`config.mk`:
```
export PLATFORM = sky130hd
export DESIGN_NAME = uart_mmio
export DESIGN_NICKNAME = d
export VERILOG_FILES = /design/src/rtl/uart_pkg.sv /design/src/rtl/uart_fifo.sv /design/src/rtl/uart_mmio.sv
export SDC_FILE = /design/constraint.sdc
export NUM_CORES = 1
export LEC_CHECK = 0
export ABC_AREA = 1
export CELL_PAD_IN_SITES_DETAIL_PLACEMENT = 0
export CELL_PAD_IN_SITES_GLOBAL_PLACEMENT = 1
export CORE_ASPECT_RATIO = 2
export CORE_MARGIN = 4
export CORE_UTILIZATION = 30
export DETAILED_ROUTE_END_ITERATION = 10
export PLACE_DENSITY = 0.57
export SLEW_MARGIN = 0
export SYNTH_ARGS = -nofsm -noshare
export SYNTH_HDL_FRONTEND = slang
export SYNTH_SLANG_ARGS = --single-unit
```
`constraint.sdc`:
```
create_clock -name clk -period 4.4 [get_ports clk]
set_clock_uncertainty 0.2 [all_clocks]
set_input_delay 0.88 -clock clk [delete_from_list [all_inputs] [get_ports clk]]
set_output_delay 0.88 -clock clk [all_outputs]
set_load 0.01 [all_outputs]
```
`src/rtl/uart_pkg.sv`:
```
// UART MMIO shared definitions: register offsets, STATUS bit positions
// and the TX/RX frame state encodings.
package uart_pkg;

    localparam logic [1:0] REG_DATA   = 2'd0;
    localparam logic [1:0] REG_STATUS = 2'd1;
    localparam logic [1:0] REG_CTRL   = 2'd3;

    localparam int ST_TX_EMPTY = 0;
    localparam int ST_TX_FULL  = 1;
    localparam int ST_RX_EMPTY = 2;
    localparam int ST_RX_FULL  = 3;
    localparam int ST_FERR     = 4;
    localparam int ST_OVR      = 5;

    typedef enum logic [1:0] {
        TX_IDLE,
        TX_START,
        TX_DATA,
        TX_STOP
    } tx_state_t;

    typedef enum logic [1:0] {
        RX_IDLE,
        RX_START,
        RX_DATA,
        RX_STOP
    } rx_state_t;

endpackage

```
`src/rtl/uart_fifo.sv`:
```
// Synchronous FIFO for the UART byte queues.
// A push into a full FIFO succeeds only when a pop frees a slot that cycle.
module uart_fifo #(
    parameter int DEPTH = 16,
    parameter int WIDTH = 8
) (
    input  logic                     clk,
    input  logic                     reset,
    input  logic                     push,
    input  logic                     pop,
    input  logic [WIDTH-1:0]         w_data,
    output logic [WIDTH-1:0]         r_data,
    output logic                     full,
    output logic                     empty,
    output logic [$clog2(DEPTH):0]   count
);

    localparam int AW = $clog2(DEPTH);
    localparam int CW = AW + 1;

    logic [WIDTH-1:0] mem [DEPTH];
    logic [AW-1:0]    wr_ptr;
    logic [AW-1:0]    rd_ptr;
    logic             do_push;
    logic             do_pop;

    assign empty   = (count == '0);
    assign full    = (count == CW'(DEPTH));
    assign do_pop  = pop && !empty;
    assign do_push = push && (!full || do_pop);
    assign r_data  = mem[rd_ptr];

    // Pointer and occupancy bookkeeping; pointers wrap at DEPTH.
    always_ff @(posedge clk) begin
        if (reset) begin
            wr_ptr <= '0;
            rd_ptr <= '0;
            count  <= '0;
        end else begin
            if (do_push) wr_ptr <= wr_ptr + 1'b1;
            if (do_pop)  rd_ptr <= rd_ptr + 1'b1;
            if (do_push && !do_pop)      count <= count + 1'b1;
            else if (do_pop && !do_push) count <= count - 1'b1;
        end
    end

    // Storage array, written on accepted pushes only.
    always_ff @(posedge clk) begin
        if (do_push) mem[wr_ptr] <= w_data;
    end

endmodule

```
`src/rtl/uart_mmio.sv`:
```
// Memory-mapped 8N1 UART with 16x oversampled receiver and TX/RX FIFOs.
// Optional UART_MMIO_LOOPBACK_EN adds a CTRL register with internal loopback.
module uart_mmio
    import uart_pkg::*;
#(
    parameter int DIV        = 27,
    parameter int FIFO_DEPTH = 16,
    parameter int DBITS      = 8
) (
    input  logic        clk,
    input  logic        reset,
    input  logic [15:0] address,
    input  logic [31:0] w_data,
    input  logic        we,
    input  logic        re,
    output logic [31:0] r_data,
    output logic        rx_empty,
    output logic        full,
    input  logic        rx,
    output logic        tx
);

    localparam int DW = (DIV > 1) ? $clog2(DIV) : 1;
    localparam int BW = (DBITS > 1) ? $clog2(DBITS) : 1;
    localparam int CW = $clog2(FIFO_DEPTH) + 1;

    logic [1:0] reg_sel;
    assign reg_sel = address[1:0];

    // ---------------- baud tick ----------------
    logic [DW-1:0] baud_cnt;
    logic          tick;
    assign tick = (baud_cnt == DW'(DIV - 1));

    // Free-running divider producing one tick per 1/16 bit.
    always_ff @(posedge clk) begin
        if (reset)     baud_cnt <= '0;
        else if (tick) baud_cnt <= '0;
        else           baud_cnt <= baud_cnt + 1'b1;
    end

    // ---------------- FIFOs ----------------
    logic             tx_push, tx_pop, tx_full, tx_empty;
    logic [DBITS-1:0] tx_head;
    logic [CW-1:0]    tx_count;
    logic             rx_push, rx_pop, rx_full;
    logic [DBITS-1:0] rx_head, rx_shift;
    logic [CW-1:0]    rx_count;

    assign tx_push = we && (reg_sel == REG_DATA);
    assign rx_pop  = re && (reg_sel == REG_DATA);

    uart_fifo #(.DEPTH(FIFO_DEPTH), .WIDTH(DBITS)) u_tx_fifo (
        .clk    (clk),
        .reset  (reset),
        .push   (tx_push),
        .pop    (tx_pop),
        .w_data (w_data[DBITS-1:0]),
        .r_data (tx_head),
        .full   (tx_full),
        .empty  (tx_empty),
        .count  (tx_count)
    );

    uart_fifo #(.DEPTH(FIFO_DEPTH), .WIDTH(DBITS)) u_rx_fifo (
        .clk    (clk),
        .reset  (reset),
        .push   (rx_push),
        .pop    (rx_pop),
        .w_data (rx_shift),
        .r_data (rx_head),
        .full   (rx_full),
        .empty  (rx_empty),
        .count  (rx_count)
    );

    assign full = tx_full;

    // ---------------- TX FSM ----------------
    tx_state_t        tx_state, tx_state_n;
    logic [3:0]       tx_tcnt, tx_tcnt_n;
    logic [BW-1:0]    tx_bcnt, tx_bcnt_n;
    logic [DBITS-1:0] tx_sh, tx_sh_n;
    logic             tx_ser;

    // Transmitter state and shift register.
    always_ff @(posedge clk) begin
        if (reset) begin
            tx_state <= TX_IDLE;
            tx_tcnt  <= '0;
            tx_bcnt  <= '0;
            tx_sh    <= '0;
        end else begin
            tx_state <= tx_state_n;
            tx_tcnt  <= tx_tcnt_n;
            tx_bcnt  <= tx_bcnt_n;
            tx_sh    <= tx_sh_n;
        end
    end

    // Frame sequencing; the next byte is fetched straight from STOP.
    always_comb begin
        tx_state_n = tx_state;
        tx_tcnt_n  = tx_tcnt;
        tx_bcnt_n  = tx_bcnt;
        tx_sh_n    = tx_sh;
        tx_pop     = 1'b0;
        if (tick) begin
            unique case (tx_state)
                TX_IDLE: begin
                    if (!tx_empty) begin
                        tx_pop     = 1'b1;
                        tx_sh_n    = tx_head;
                        tx_tcnt_n  = '0;
                        tx_state_n = TX_START;
                    end
                end
                TX_START: begin
                    tx_tcnt_n = tx_tcnt + 1'b1;
                    if (tx_tcnt == 4'd15) begin
                        tx_bcnt_n  = '0;
                        tx_state_n = TX_DATA;
                    end
                end
                TX_DATA: begin
                    tx_tcnt_n = tx_tcnt + 1'b1;
                    if (tx_tcnt == 4'd15) begin
                        tx_sh_n = tx_sh >> 1;
                        if (tx_bcnt == BW'(DBITS - 1)) tx_state_n = TX_STOP;
                        else tx_bcnt_n = tx_bcnt + 1'b1;
                    end
                end
                TX_STOP: begin
                    tx_tcnt_n = tx_tcnt + 1'b1;
                    if (tx_tcnt == 4'd15) begin
                        if (!tx_empty) begin
                            tx_pop     = 1'b1;
                            tx_sh_n    = tx_head;
                            tx_state_n = TX_START;
                        end else begin
                            tx_state_n = TX_IDLE;
                        end
                    end
                end
                default: tx_state_n = TX_IDLE;
            endcase
        end
    end

    assign tx_ser = (tx_state == TX_START) ? 1'b0 :
                    (tx_state == TX_DATA)  ? tx_sh[0] : 1'b1;

    // ---------------- RX path ----------------
    logic rx_s1, rx_s2, rx_in;

    // Two-flop synchroniser for the asynchronous rx pin.
    always_ff @(posedge clk) begin
        if (reset) begin
            rx_s1 <= 1'b1;
            rx_s2 <= 1'b1;
        end else begin
            rx_s1 <= rx;
            rx_s2 <= rx_s1;
        end
    end

`ifdef UART_MMIO_LOOPBACK_EN
    logic loopback;

    // CTRL register: bit0 routes tx back into the receiver.
    always_ff @(posedge clk) begin
        if (reset) loopback <= 1'b0;
        else if (we && (reg_sel == REG_CTRL)) loopback <= w_data[0];
    end

    assign rx_in = loopback ? tx_ser : rx_s2;
    assign tx    = loopback ? 1'b1 : tx_ser;
`else
    assign rx_in = rx_s2;
    assign tx    = tx_ser;
`endif

    rx_state_t        rx_state, rx_state_n;
    logic [3:0]       rx_tcnt, rx_tcnt_n;
    logic [BW-1:0]    rx_bcnt, rx_bcnt_n;
    logic [DBITS-1:0] rx_shift_n;
    logic             ferr_set;

    // Receiver state and deserialiser.
    always_ff @(posedge clk) begin
        if (reset) begin
            rx_state <= RX_IDLE;
            rx_tcnt  <= '0;
            rx_bcnt  <= '0;
            rx_shift <= '0;
        end else begin
            rx_state <= rx_state_n;
            rx_tcnt  <= rx_tcnt_n;
            rx_bcnt  <= rx_bcnt_n;
            rx_shift <= rx_shift_n;
        end
    end

    // Mid-bit sampling: start checked 8 ticks in, then every 16 ticks.
    always_comb begin
        rx_state_n = rx_state;
        rx_tcnt_n  = rx_tcnt;
        rx_bcnt_n  = rx_bcnt;
        rx_shift_n = rx_shift;
        rx_push    = 1'b0;
        ferr_set   = 1'b0;
        if (tick) begin
            unique case (rx_state)
                RX_IDLE: begin
                    if (!rx_in) begin
                        rx_tcnt_n  = '0;
                        rx_state_n = RX_START;
                    end
                end
                RX_START: begin
                    rx_tcnt_n = rx_tcnt + 1'b1;
                    if (rx_tcnt == 4'd7) begin
                        rx_tcnt_n  = '0;
                        rx_bcnt_n  = '0;
                        rx_state_n = rx_in ? RX_IDLE : RX_DATA;
                    end
                end
                RX_DATA: begin
                    rx_tcnt_n = rx_tcnt + 1'b1;
                    if (rx_tcnt == 4'd15) begin
                        rx_shift_n = {rx_in, rx_shift[DBITS-1:1]};
                        if (rx_bcnt == BW'(DBITS - 1)) rx_state_n = RX_STOP;
                        else rx_bcnt_n = rx_bcnt + 1'b1;
                    end
                end
                RX_STOP: begin
                    rx_tcnt_n = rx_tcnt + 1'b1;
                    if (rx_tcnt == 4'd15) begin
                        rx_push    = rx_in;
                        ferr_set   = !rx_in;
                        rx_state_n = RX_IDLE;
                    end
                end
                default: rx_state_n = RX_IDLE;
            endcase
        end
    end

    // ---------------- status and register decode ----------------
    logic ovr, ferr, ovr_set, st_clr;
    logic [5:0] status;

    assign ovr_set = rx_push && rx_full && !rx_pop;
    assign st_clr  = re && (reg_sel == REG_STATUS);

    // Sticky error flags; a new error wins over a same-cycle clear.
    always_ff @(posedge clk) begin
        if (reset) begin
            ovr  <= 1'b0;
            ferr <= 1'b0;
        end else begin
            if (ovr_set)     ovr <= 1'b1;
            else if (st_clr) ovr <= 1'b0;
            if (ferr_set)    ferr <= 1'b1;
            else if (st_clr) ferr <= 1'b0;
        end
    end

    assign status[ST_TX_EMPTY] = tx_empty;
    assign status[ST_TX_FULL]  = tx_full;
    assign status[ST_RX_EMPTY] = rx_empty;
    assign status[ST_RX_FULL]  = rx_full;
    assign status[ST_FERR]     = ferr;
    assign status[ST_OVR]      = ovr;

    // Read mux; an empty RX FIFO reads as zero.
    always_comb begin
        r_data = '0;
        case (reg_sel)
            REG_DATA:   if (!rx_empty) r_data = {{(32 - DBITS){1'b0}}, rx_head};
            REG_STATUS: r_data = {26'b0, status};
`ifdef UART_MMIO_LOOPBACK_EN
            REG_CTRL:   r_data = {31'b0, loopback};
`else
            REG_CTRL:   r_data = '0;
`endif
            default:    r_data = '0;
        endcase
    end

    // Address and data bits with no register behind them.
    logic unused_ok;
    assign unused_ok = ^{tx_count, rx_count, address[15:2], w_data[31:DBITS]};

endmodule

```
==> summary.txt, run 1 <==
Critical path
  • CP Max Fanout: 7
  • Crit start category: input pin
  • WP data required: 3.32 ns
  • CP arrival: 2.91 ns
  • CP Capture Type: primary output
  • CP Class: input pin to primary output

Floorplan
  • Die W: 164.3 um
  • Die height: 320.7 um
  • I/O pin cnt: 88
  • Core ar.: 48350 um2
  • Die area: 52700 um2
  • FP Rows: 114
  • Starting Density: 30.33%

Route
  • Wire per inst: 17.37 um
  • Vias per Instance: 4.537
  • # DRC: 0
  • Routed WL: 37.60 mm
  • First drt pass iteration count: 8
  • Initial DRC Count: 497
  • Post-DRT Antenna Nets: 0
  • Highest metal used: met5
  • WL met3: 1.202 mm
  • Metal-1 WL: 13.16 mm
  • Vias: 9823
  • Routed wl met2: 22.08 mm

Logic synthesis
  • Yosys top cell area share: 52.42%
  • Dominant cell type by area after synthesis: edfxtp_1
  • Post-synth ARST share: 0%
  • Yosys warns: 0
  • EDFF count, synth: 256
  • Yosys cell types: 46
  • Area contributors post-synth: edfxtp_1 52%, dfxtp_1 11%, nand2_1 7.9%
  • Post-Syn Area: 14670 um2
  • Cells after synthesis: 1456
  • Top FF cell, synth: edfxtp_1
  • Sequential fraction of the synthesis area: 62.93%
  • Synthesized area per cell: 10.07 um2
  • Yosys reg bits: 333

Timing
  • Slew at the pin closest to its max-slew limit: 1.011 ns
  • F_max: 250.5 MHz
  • Slew margin rel.: 32.37%
  • Setup repair after global routing missed its margin: no
  • Setup_tns: 0 ns
  • Final setup vio count: 0
  • Slew Viols, Final: 0
  • Final Hold Fails: 0
  • Final Critical Period: 3.992 ns
  • Post-route clock period utilization: 90.72%
  • Final setup margin: 0.4081 ns

Finish
  • Post-layout util: 34.67%
  • Commonest non-fill, non-tap cell in the layout: nand2_1
  • # diodes: 0
  • Commonest non-fill, non-tap cells in the layout: 309 x nand2_1, 256 x edfxtp_1, 166 x nor2_1
  • Area delta synth->final: 14.32%
  • Final #Nets: 1590
  • Fraction of layout cells with a size suffix above 1: 8.317%

CTS
  • Root Buffer: clkbuf_16
  • CTS tree: yes
  • CTS sink count: 333
  • H-Tree Depth: 1
  • Clk pin slew, worst setup/hold paths: 0.06 ns
  • CTS resizes: 0
  • Clock Path Buffers: 3
  • Clk Latency, worst-skew pair: 0.56 ns
  • Hold_buf cts: 0
  • Postcts setup bufs: 0
  • Total CTS buffers: 31

Global routing
  • GR Overflow Total: 0
  • Largest net degree at the start of global routing: 49
  • First-pass GRT wire length: 56.93 mm
  • Initial antenna violation count: 1
  • Number of global-route vias before repair: 9629
  • GRT Total Usage: 14.19%

Min path
  • Hold Path Class: register to register

Placement
  • DP HPWL: 26.29 mm
  • Number of port buffers: 25
  • GPL Wtd Cong: 0.7972
  • Dpl ws: 0.3887 ns

Power
  • Worst VDD drop: 335.5 uV
  • Pleak: 0.006344 uW
  • Power Dens Cells: 370.8 nW/um2

Flow run
  • Maxcap violations: 0

Outcome
  • Status: complete, no violations
## per-layer routing
layer | vias up | track usage, %
li1 | 4946 | -
met4 | 2 | 4.757
met5 | - | 0
met2 | 156 | 29.23
met1 | 4665 | 14.06
met3 | 54 | 1.723
## cell families after synthesis
logic type | Yosys count | share of synthesized area, %
xor+xnor | 14 | 0.8361
buf+inv | 219 | 6.569
simple gates | 674 | 19.66
fa+ha+maj | 34 | 3.003
flops | 333 | 62.93
other cells | 1 | 0.02557
compound gates | 181 | 6.979
## cells in the mapped netlist (2+ instances only)
library cell and count:
nand2_1 309, edfxtp_1 256, nor2_1 166, nand3_1 143, inv_1 129, o21ai_0 83
dfxtp_1 77, a21oi_1 52, clkbuf_1 34, ha_1 32, nor3_1 27, o211ai_1 27
buf_4 26, buf_2 16, xor2_1 9, nand2_2 7, xnor2_1 5, a211oi_1 4
buf_1 4, nor2_2 4, or2_2 4, buf_6 3, clkinv_1 3, inv_2 3
nand2_4 3, o21ai_1 3, o22ai_1 3, a21o_1 2, a21oi_2 2, fa_1 2
nand3b_1 2, o21bai_1 2
## flip-flops by register name (all words and copies together), names as in the netlist, 5 cells and up, named ones only
signal           flops
u_rx_fifo.mem      128
u_tx_fifo.mem      128
rx_shift             8
tx_sh                8
baud_cnt             5
u_rx_fifo.count      5
u_tx_fifo.count      5
## through the flow
stage	cell area (um2)	cells	total power, uW	hold slack [ns]
2_1_floorplan	14750	1479	3539	0.1895
3_3_place_gp	15750	2108	3585	0.2021
3_5_place_dp	15750	2108	3588	0.2092
4_1_cts	16760	2165	6297	0.2247
5_1_grt	16760	2165	6429	0.2348
6_report	16760	2165	6217	0.2203
## power by group
part	internal (uW)	total, uW	switching (uW)
clock network	1520	2700	1180
logic	42.4	140	98.0
registers	3370	3380	7.54
## final cells by class
class                   instances  area (um2)
clock inverters                24       230.2
inverters                     136       511.7
well taps                     638       798.3
flip-flops and latches        333        9231
repair buffers                 74       650.6
clock buffers                  33       783.3
multi-input cells             927        4559
fillers                      4854       31590
## worst paths after layout
path	startpoint	to	slack, ns	cells past startpoint
setup / recovery	address[1]	r_data[7]	0.41	7
hold / removal	rx_s1	rx_in	0.22	1
setup reg to reg	u_tx_fifo.count[0]	u_tx_fifo.count[4]	0.84	17
hold reg to reg	rx_s1	rx_in	0.22	1
## worst max-delay path, stage by stage
cell             delay (ns)
clkdlybuf4s50_1        0.44
nor2_1                 0.31
nand2_1                0.17
inv_1                  0.25
nand2_1                0.15
a21oi_1                0.15
clkdlybuf4s50_1        0.55
No activity file was read; power rests on OpenSTA's default activity.
==> run 2: changes to the inputs <==
Settings changed: CORE_MARGIN 4 to 2, HOLD_SLACK_MARGIN set to 0.08.
==> run 2 against run 1 <==
Against the previous run: core utilization grew 0.14 points; clock-buffer cell count up 5; final cell count did not move; final area rose by 0.40%; sequential share of layout area decreased by 0.22 points; fmax down 2.0%; sequential power hardly changed; largest power group unchanged.
==> summary.txt, run 2 (synthesized netlist as in run 1, its figures left out) <==
Global routing
  • GR Overflow Total: 0
  • Largest net degree at the start of global routing: 68
  • Number of global-route vias before repair: 9900
  • Initial antenna violation count: 1
  • GRT Total Usage: 14.76%
  • First-pass GRT wire length: 56.90 mm

Route
  • Routed wl met2: 21.69 mm
  • First drt pass iteration count: 4
  • Wire per inst: 17.23 um
  • Metal-1 WL: 12.76 mm
  • Highest metal used: met5
  • Vias per Instance: 4.539
  • Initial DRC Count: 322
  • Vias: 9826
  • Post-DRT Antenna Nets: 0
  • Routed WL: 37.30 mm
  • # DRC: 0
  • WL met3: 1.203 mm

CTS
  • Total CTS buffers: 31
  • Hold_buf cts: 0
  • CTS resizes: 0
  • Postcts setup bufs: 0
  • Clk Latency, worst-skew pair: 0.58 ns
  • Root Buffer: clkbuf_16
  • CTS tree: yes
  • CTS sink count: 333
  • Clock Path Buffers: 3
  • H-Tree Depth: 1
  • Clk pin slew, worst setup/hold paths: 0.06 ns

Timing
  • Final Critical Period: 4.071 ns
  • Setup repair after global routing missed its margin: no
  • Slew Viols, Final: 0
  • Slew margin rel.: 33.56%
  • F_max: 245.6 MHz
  • Slew at the pin closest to its max-slew limit: 0.9966 ns
  • Final setup margin: 0.3286 ns
  • Final Hold Fails: 0
  • Setup_tns: 0 ns
  • Final setup vio count: 0
  • Post-route clock period utilization: 92.53%

Placement
  • DP HPWL: 26.22 mm
  • Number of port buffers: 25
  • GPL Wtd Cong: 0.8540
  • Dpl ws: 0.3890 ns
  • DP Area: 15740 um2
  • Post-placement cell count: 2108

Finish
  • Commonest non-fill, non-tap cells in the layout: 309 x nand2_1, 256 x edfxtp_1, 166 x nor2_1
  • # diodes: 0
  • Final #Nets: 1590
  • Fillers: 4887
  • Commonest non-fill, non-tap cell in the layout: nand2_1
  • Post-route cell area: 16830 um2
  • Layout Cells excl Fill: 2165
  • Area delta synth->final: 14.77%
  • Fraction of layout cells with a size suffix above 1: 8.775%
  • Top Registers: u_rx_fifo.mem: 128 flops, u_tx_fifo.mem: 128 flops

Min path
  • Hold depth: 1
  • Hold Path Class: register to register

Power
  • Total power: 6386 uW
  • Worst VDD drop: 297.4 uV
  • Pleak: 0.006395 uW
  • Power Dens Cells: 379.4 nW/um2

Flow run
  • Maxcap violations: 0

Floorplan
  • I/O pin cnt: 88
  • Die W: 160.3 um
  • FP Rows: 114
  • Die height: 316.7 um
  • Starting Density: 30.33%
  • Die area: 50780 um2
  • Core ar.: 48350 um2

Critical path
  • CP Class: input pin to primary output
  • CP arrival: 2.99 ns
  • CP Max Fanout: 7
  • Worst R2R Path Depth: 18
  • CP Capture Type: primary output
  • WP data required: 3.32 ns
  • Crit start category: input pin

Outcome
  • Status: complete, no violations
[run 2: cell count changes in the layout (fill, tap and decap cells not counted)]
cell / before / now
buf_12: 3 / 2
buf_4: 46 / 47
clkinv_1: 14 / 4
inv_6: 1 / 3
clkinv_2: 2 / 5
clkbuf_1: 2 / 5
clkbuf_8: 0 / 2
bufinv_16: 4 / 6
clkinvlp_4: 5 / 3
[run 2: final timing paths]
path / startpoint / endpoint / slack [ns]
worst max-delay path: address[1] / r_data[7] / 0.33
worst min-delay path: rx_s1 / rx_in / 0.23
worst max register to register: rx_tcnt[0] / u_rx_fifo.count[4] / 1.14
worst min register to register: rx_s1 / rx_in / 0.23
[run 2: layout make-up]
class / instances / area [um2] / share of cell area [%]
well taps: 638 / 798.3 / 4.743
flip-flops and latches: 333 / 9231 / 54.85
clock inverters: 19 / 270.3 / 1.606
multi-input cells: 927 / 4559 / 27.09
repair buffers: 74 / 638.1 / 3.791
inverters: 136 / 511.7 / 3.040
clock buffers: 38 / 822.0 / 4.884
[run 2: where the power goes]
group / total (uW) / leakage [uW] / internal (uW) / switching (uW)
combinational: 147 / 0.00291 / 43.5 / 104
sequential: 3380 / 0.00296 / 3370 / 7.50
clock: 2860 / 0.000527 / 1690 / 1180
[run 2: critical path, stage by stage]
cell	delay [ns]
clkdlybuf4s50_1	0.44
nor2_1	0.34
nand2_1	0.18
inv_1	0.25
nand2_1	0.17
a21oi_1	0.16
clkdlybuf4s50_1	0.55
[run 2: stage by stage]
stage,hold WS [ns],utilization [%]
global route,0.2446,34.81
detailed placement,0.2033,32.55
floorplan,0.1895,-
CTS,0.2292,34.81
global placement,0.2010,32.55
finish,0.2289,34.81
[run 2: layer usage]
layer  global-route usage, %  vias to the layer above
li1                        -                     4943
met1                   13.79                     4653
met2                   31.04                      163
met3                   1.779                       65
met4                   6.716                        2
met5                       0                        -
